<file path="src/rtl/uart_cmd_wrapper_pkg.sv">
// Shared types and frame constants for the 3-byte serial command receiver.
package uart_cmd_wrapper_pkg;
  typedef enum logic [1:0] {IDLE, HIGH, LOW} rx_state_t;
  localparam int FRAME_BYTES = 3;
  localparam int DATA_W = 8 * (FRAME_BYTES - 1);
endpackage

</file>
<file path="src/rtl/uart_cmd_wrapper_uart.sv">
// 8N1 UART transceiver: start-edge detect with mid-bit sampling on RX,
// 10-bit shift-out on TX, one-cycle tx_done at the end of the stop bit.
module uart_cmd_wrapper_uart #(
  parameter int BAUD_DIV = 2604
) (
  input  logic       clk,
  input  logic       rst_n,
  input  logic       RX,
  output logic       TX,
  output logic       rx_rdy,
  input  logic       clr_rx_rdy,
  output logic [7:0] rx_data,
  input  logic       trmt,
  input  logic [7:0] tx_data,
  output logic       tx_done
);
  localparam int BW = $clog2(BAUD_DIV);
  localparam logic [BW-1:0] BAUD_LAST = BW'(BAUD_DIV - 1);
  localparam logic [BW-1:0] BAUD_HALF = BW'(BAUD_DIV / 2 - 1);

  logic          rx_ff1, rx_s;
  logic          rx_busy;
  logic [BW-1:0] rx_baud;
  logic [3:0]    rx_bit_cnt;
  logic          tx_active;
  logic [BW-1:0] tx_baud;
  logic [3:0]    tx_bit_cnt;
  logic [9:0]    tx_shift;

  always_ff @(posedge clk or negedge rst_n) begin
    if (!rst_n) begin
      rx_ff1 <= 1'b1;
      rx_s   <= 1'b1;
    end else begin
      rx_ff1 <= RX;
      rx_s   <= rx_ff1;
    end
  end

  // Shifting on the start sample too drops the start bit out of the 8-bit reg.
  always_ff @(posedge clk or negedge rst_n) begin
    if (!rst_n) begin
      rx_busy    <= 1'b0;
      rx_baud    <= '0;
      rx_bit_cnt <= '0;
      rx_data    <= '0;
      rx_rdy     <= 1'b0;
    end else begin
      if (clr_rx_rdy) rx_rdy <= 1'b0;
      if (!rx_busy) begin
        if (!rx_s) begin
          rx_busy    <= 1'b1;
          rx_baud    <= BAUD_HALF;
          rx_bit_cnt <= 4'd10;
          rx_rdy     <= 1'b0;
        end
      end else if (rx_baud == '0) begin
        rx_baud    <= BAUD_LAST;
        rx_bit_cnt <= rx_bit_cnt - 4'd1;
        if (rx_bit_cnt == 4'd1) begin
          rx_busy <= 1'b0;
          rx_rdy  <= rx_s;
        end else begin
          rx_data <= {rx_s, rx_data[7:1]};
        end
      end else begin
        rx_baud <= rx_baud - 1'b1;
      end
    end
  end

  always_ff @(posedge clk or negedge rst_n) begin
    if (!rst_n) begin
      tx_active  <= 1'b0;
      tx_baud    <= '0;
      tx_bit_cnt <= '0;
      tx_shift   <= '1;
      tx_done    <= 1'b0;
    end else begin
      tx_done <= 1'b0;
      if (trmt && !tx_active) begin
        tx_active  <= 1'b1;
        tx_baud    <= BAUD_LAST;
        tx_bit_cnt <= 4'd10;
        tx_shift   <= {1'b1, tx_data, 1'b0};
      end else if (tx_active) begin
        if (tx_baud == '0) begin
          tx_baud    <= BAUD_LAST;
          tx_bit_cnt <= tx_bit_cnt - 4'd1;
          tx_shift   <= {1'b1, tx_shift[9:1]};
          if (tx_bit_cnt == 4'd1) begin
            tx_active <= 1'b0;
            tx_done   <= 1'b1;
          end
        end else begin
          tx_baud <= tx_baud - 1'b1;
        end
      end
    end
  end

  assign TX = tx_shift[0];
endmodule

</file>
<file path="src/rtl/uart_cmd_wrapper.sv">
// Command frame receiver (cmd, data hi, data lo) with inter-byte timeout,
// plus single-byte response transmit, around the UART transceiver.
//   state | meaning
//   IDLE  | waiting for cmd byte; timer held at 0
//   HIGH  | cmd held, waiting for data[15:8]
//   LOW   | data[15:8] held, waiting for data[7:0]
module uart_cmd_wrapper
  import uart_cmd_wrapper_pkg::*;
#(
  parameter int TIMEOUT_CYC = 100000,
  parameter int BAUD_DIV    = 2604
) (
  input  logic              clk,
  input  logic              rst_n,
  input  logic              RX,
  output logic              TX,
  output logic [7:0]        cmd,
  output logic [DATA_W-1:0] data,
  output logic              cmd_rdy,
  input  logic              clr_cmd_rdy,
  input  logic [7:0]        resp,
  input  logic              send_resp,
  output logic              resp_sent,
  output logic              frm_err
);
  localparam int TMR_W = $clog2(TIMEOUT_CYC);
  localparam logic [TMR_W-1:0] TMR_LAST = TMR_W'(TIMEOUT_CYC - 1);

  rx_state_t        rx_state;
  logic [TMR_W-1:0] timer;
  logic [7:0]       cmd_hold;
  logic [7:0]       high_hold;
  logic             rx_rdy;
  logic             clr_rx_rdy;
  logic [7:0]       rx_data;
  logic             trmt;
  logic             tx_done;
  logic             tx_busy;

  uart_cmd_wrapper_uart #(.BAUD_DIV(BAUD_DIV)) iUART (
    .clk        (clk),
    .rst_n      (rst_n),
    .RX         (RX),
    .TX         (TX),
    .rx_rdy     (rx_rdy),
    .clr_rx_rdy (clr_rx_rdy),
    .rx_data    (rx_data),
    .trmt       (trmt),
    .tx_data    (resp),
    .tx_done    (tx_done)
  );

  // Every state consumes a ready byte, so the UART flag is released at once.
  assign clr_rx_rdy = rx_rdy;

  always_ff @(posedge clk or negedge rst_n) begin
    if (!rst_n) begin
      rx_state  <= IDLE;
      timer     <= '0;
      cmd_hold  <= '0;
      high_hold <= '0;
      cmd       <= '0;
      data      <= '0;
      cmd_rdy   <= 1'b0;
      frm_err   <= 1'b0;
    end else begin
      frm_err <= 1'b0;
      if (clr_cmd_rdy) cmd_rdy <= 1'b0;
      case (rx_state)
        IDLE: begin
          timer <= '0;
          if (rx_rdy) begin
            cmd_hold <= rx_data;
            cmd_rdy  <= 1'b0;
            rx_state <= HIGH;
          end
        end
        HIGH: begin
          if (rx_rdy) begin
            high_hold <= rx_data;
            timer     <= '0;
            rx_state  <= LOW;
          end else if (timer == TMR_LAST) begin
            frm_err  <= 1'b1;
            timer    <= '0;
            rx_state <= IDLE;
          end else begin
            timer <= timer + 1'b1;
          end
        end
        LOW: begin
          if (rx_rdy) begin
            cmd      <= cmd_hold;
            data     <= {high_hold, rx_data};
            cmd_rdy  <= 1'b1;
            timer    <= '0;
            rx_state <= IDLE;
          end else if (timer == TMR_LAST) begin
            frm_err  <= 1'b1;
            timer    <= '0;
            rx_state <= IDLE;
          end else begin
            timer <= timer + 1'b1;
          end
        end
        default: begin
          timer    <= '0;
          rx_state <= IDLE;
        end
      endcase
    end
  end

  assign trmt = send_resp & ~tx_busy;

  always_ff @(posedge clk or negedge rst_n) begin
    if (!rst_n) begin
      tx_busy   <= 1'b0;
      resp_sent <= 1'b0;
    end else if (trmt) begin
      tx_busy   <= 1'b1;
      resp_sent <= 1'b0;
    end else if (tx_done) begin
      tx_busy   <= 1'b0;
      resp_sent <= 1'b1;
    end
  end
endmodule

</file>
<file path="config.mk">
export PLATFORM = sky130hd
export DESIGN_NAME = uart_cmd_wrapper
export DESIGN_NICKNAME = d
export VERILOG_FILES = /design/src/rtl/uart_cmd_wrapper_pkg.sv /design/src/rtl/uart_cmd_wrapper_uart.sv /design/src/rtl/uart_cmd_wrapper.sv
export SDC_FILE = /design/constraint.sdc
export NUM_CORES = 1
export LEC_CHECK = 0
export CORE_ASPECT_RATIO = 1.5
export CORE_MARGIN = 1
export CORE_UTILIZATION = 50
export CTS_BUF_LIST = sky130_fd_sc_hd__clkbuf_4
export CTS_CLUSTER_SIZE = 14
export DETAILED_ROUTE_END_ITERATION = 10
export PLACE_DENSITY = 0.7
export SYNTH_ARGS = -nofsm -noshare
export SYNTH_HDL_FRONTEND = slang
export SYNTH_SLANG_ARGS = --single-unit
</file>
<file path="constraint.sdc">
create_clock -name clk -period 2.6 [get_ports clk]
set_input_delay 0.26 -clock clk [delete_from_list [all_inputs] [get_ports clk]]
set_output_delay 0.26 -clock clk [all_outputs]
set_load 0.02 [all_outputs]
</file>
==> flow_summary.json, run 1 <==
{
  "max_slew_margin_pct": 56.77,
  "min_path_type": "primary input to flip-flop",
  "crit_path_max_fanout": 8,
  "path_class": "flip-flop to flip-flop",
  "place_hpwl_mm": 7.152,
  "synthCells": 489,
  "drt_wl_total_mm": 10.41,
  "synth_area_per_cell_um2": 11.29,
  "synth-seq-cells": 118,
  "whs_endpoint": "iUART.rx_ff1",
  "clockBufferDepth": 2,
  "seq_area_frac_synth_pct": 53.72,
  "grt_use_total_pct": 20.81,
  "rrSetupSlack_ns": 0.39,
  "drtAntennaViolNets": 0,
  "dieArea_mm2": 0.01148,
  "worst_slew_pin_slew_ns": 0.6485,
  "cts_root_buf": "clkbuf_4",
  "grt.overflow.total": 0,
  "clkLatencyLatePin_ns": 0.51,
  "grt_pass1_wl_mm": 18.10,
  "netlist_top_cells_area": "dfrtp_1, mux2_2, dfstp_2",
  "synthArstFlopShare_pct": 100.0,
  "viasPerCell": 5.515,
  "yosysWarnings": 0,
  "start_kind": "flip-flop",
  "preCtsSetupSlack_ns": 0.4454,
  "worst_slack_ns": 0.3883,
  "drt_iter0_markers": 236,
  "rr_endpoint": "iUART.rx_data[6]",
  "layout-drive-gt1-share_pct": 20.97,
  "ys_types": 57,
  "multi_input_area_mm2": 0.002420,
  "nFillCells": 891,
  "setup_tns_ns": 0,
  "syn_area_mm2": 0.005523,
  "end_kind": "flip-flop",
  "vias": 3877,
  "crit_start": "iUART.rx_baud[9]",
  "p_per_area_mw_per_mm2": 642.7,
  "initial_core_util_pct": 51.87,
  "yosys_most_used_dff": "dfrtp_1",
  "worst_hold_path.num_cells": 1,
  "route.detailed.drc": 0,
  "seq_area_mm2": 0.002967,
  "cts_setup_buffers": 0,
  "reg2reg_depth": 4,
  "worstPathArrival_ns": 2.60,
  "grt_max_degree": 52,
  "die_w_um": 87.81,
  "setup_viol": 0,
  "synth-edff-count": 0,
  "antenna_found_initial": 1,
  "r2r-start": "iUART.rx_baud[9]",
  "worstPathRequired_ns": 2.99,
  "path_clk_slew_ns": 0.11,
  "core_mm2": 0.01065,
  "status": "finished, final reports clean",
  "fmax_ghz": 0.4522,
  "synth_top_area_share_pct": 48.48,
  "yosys.area.top_type": "dfrtp_1",
  "hold_violations": 0,
  "numCtsBuffers": 17,
  "grt_pass1_vias": 3943,
  "post-route-min-period_ns": 2.212,
  "dr.pass1.iters": 4,
  "die_y_um": 130.7,
  "gp_congestion": 0.8373,
  "grt_setup_unrepaired": "no",
  "synth_nets": 515,
  "irDropWorstVdd_mv": 0.2902,
  "num-nets-final": 571,
  "avgRoutedWirePerCell_um": 14.81,
  "synth_common_cells": "dfrtp_1, nand2_1, mux2_2",
  "leakage_nw": 2.951,
  "cap_violations": 0,
  "area_growth_syn_to_layout_pct": 17.08,
  "clock_sinks": 118,
  "design.portCount": 41,
  "portBuffers": 40,
  "finClkSkew_ns": 0.01799,
  "post-synth-top-count-cell": "dfrtp_1",
  "fin_crit_sh_pct": 85.06,
  "cts_tree": "done",
  "hold_start": "RX",
  "core.rowCount": 46,
  "cts_htree_levels": 4,
  "slew_viol_final": 0
}
==> state kept, by name (all words and copies together) (netlist names), 2 cells and up <==
signal            count
iUART.tx_baud        12
high_hold             8
rx_state              2
iUART.rx_data         8
cmd_hold              8
data                 16
iUART.tx_bit_cnt      4
cmd                   8
iUART.rx_bit_cnt      4
iUART.rx_baud        12
timer                17
iUART.tx_shift        9
==> how the worst max path moves through the flow <==
stage / end / slack, ns / cells past startpoint
after floorplan: iUART.rx_data[0] / 0.66 / 5
after global placement: iUART.rx_data[0] / 0.51 / 4
after detailed placement: iUART.rx_data[0] / 0.45 / 4
after CTS: iUART.rx_data[6] / 0.42 / 4
after global routing: iUART.rx_data[6] / 0.24 / 4
final: iUART.rx_data[6] / 0.39 / 4
==> final cells by class <==
class	instances	share of cell area (%)
tap	144	2.786
antenna	1	0.03870
clock buffer	18	2.090
inverter	18	1.045
timing repair buffer	53	7.895
sequential	118	45.88
clock inverter	14	2.844
multi-input combinational	337	37.42
==> where the power goes <==
group / switching, W / internal [W] / total [W]
combinational: 0.000279 / 0.000231 / 0.000511
sequential: 0.000169 / 0.00202 / 0.00219
clock: 0.000688 / 0.000766 / 0.00145
total: 0.00114 / 0.00302 / 0.00416
==> worst max-delay path, cell delays in order (launching register included) <==
cell     delay [ns]
dfrtp_1        0.45
nor3_1         0.47
nand4_4        0.21
or3_1          0.58
mux2_4         0.37
==> logic make-up (layout without fill, tap and decap cells) <==
| kind of cell | Yosys count | after routing | synth area share [%] |
|---|---|---|---|
| multiplexers | 57 | 57 | 12.01 |
| other | 0 | 1 | 0 |
| flip-flops | 118 | 118 | 53.72 |
| adder cells (fa/ha/maj) | 13 | 13 | 2.945 |
| XOR/XNOR | 23 | 23 | 3.648 |
| buffers and inverters | 34 | 103 | 2.469 |
| AO/OA/AOI/OAI | 55 | 55 | 6.842 |
| AND/OR/NAND/NOR | 189 | 189 | 18.37 |
==> metal layers <==
metal / track usage, % / share of wire, % / vias up
li1: - / - / 1861
met1: 24.40 / 42 / 1921
met2: 35.20 / 53 / 72
met3: 5.402 / 2.8 / 23
met4: 10.13 / 2.5 / 0
met5: 0 / 0 / -
==> placed cells by master, fill, tap and decap left out, types with 9 or more instances in the layout <==
cell | Yosys | routed
dfrtp_1 | 107 | 107
nand2_1 | 44 | 44
mux2_2 | 42 | 42
nor2_1 | 40 | 40
clkdlybuf4s50_1 | 0 | 39
nand3_1 | 24 | 24
inv_1 | 18 | 18
clkbuf_4 | 0 | 18
xnor2_1 | 14 | 14
nor3_1 | 13 | 13
ha_1 | 13 | 13
nor4_1 | 12 | 12
buf_4 | 0 | 12
a21oi_1 | 11 | 11
dfstp_2 | 11 | 11
o21ai_0 | 10 | 10
xor2_1 | 9 | 9
==> metrics by stage <==
stage          utilization, %  std cells  cell area, µm²  power [W]  hold WS (ns)
4_1_cts                 60.71        702            6464   0.004205        0.1073
2_1_floorplan               -        489            5523   0.002540      -0.03559
5_1_grt                 60.73        703            6466   0.004379        0.1025
3_5_place_dp            57.61        669            6135   0.002736        0.3394
3_3_place_gp            57.61        669            6135   0.002708        0.3342
6_report                60.73        703            6466   0.004156        0.1549
==> what timing repair did <==
action                                  CTS  global route
hold endpoints to repair                 38             0
endpoints found under the setup margin    0             0
hold buffers                              1             0
resized for setup                         0             0
(Power assumes the default switching activity.)
==> run 2: changes to the inputs <==
- CAP_MARGIN: default -> 20
- TNS_END_PERCENT: default -> 20
==> results of run 2 <==
No change in the layout: final DEF, timing and power equal those of run 1.
==> run 3: changes to the inputs <==
- TNS_END_PERCENT: 20 -> default
==> results of run 3 <==
No change in the layout: final DEF, timing and power equal those of run 1.
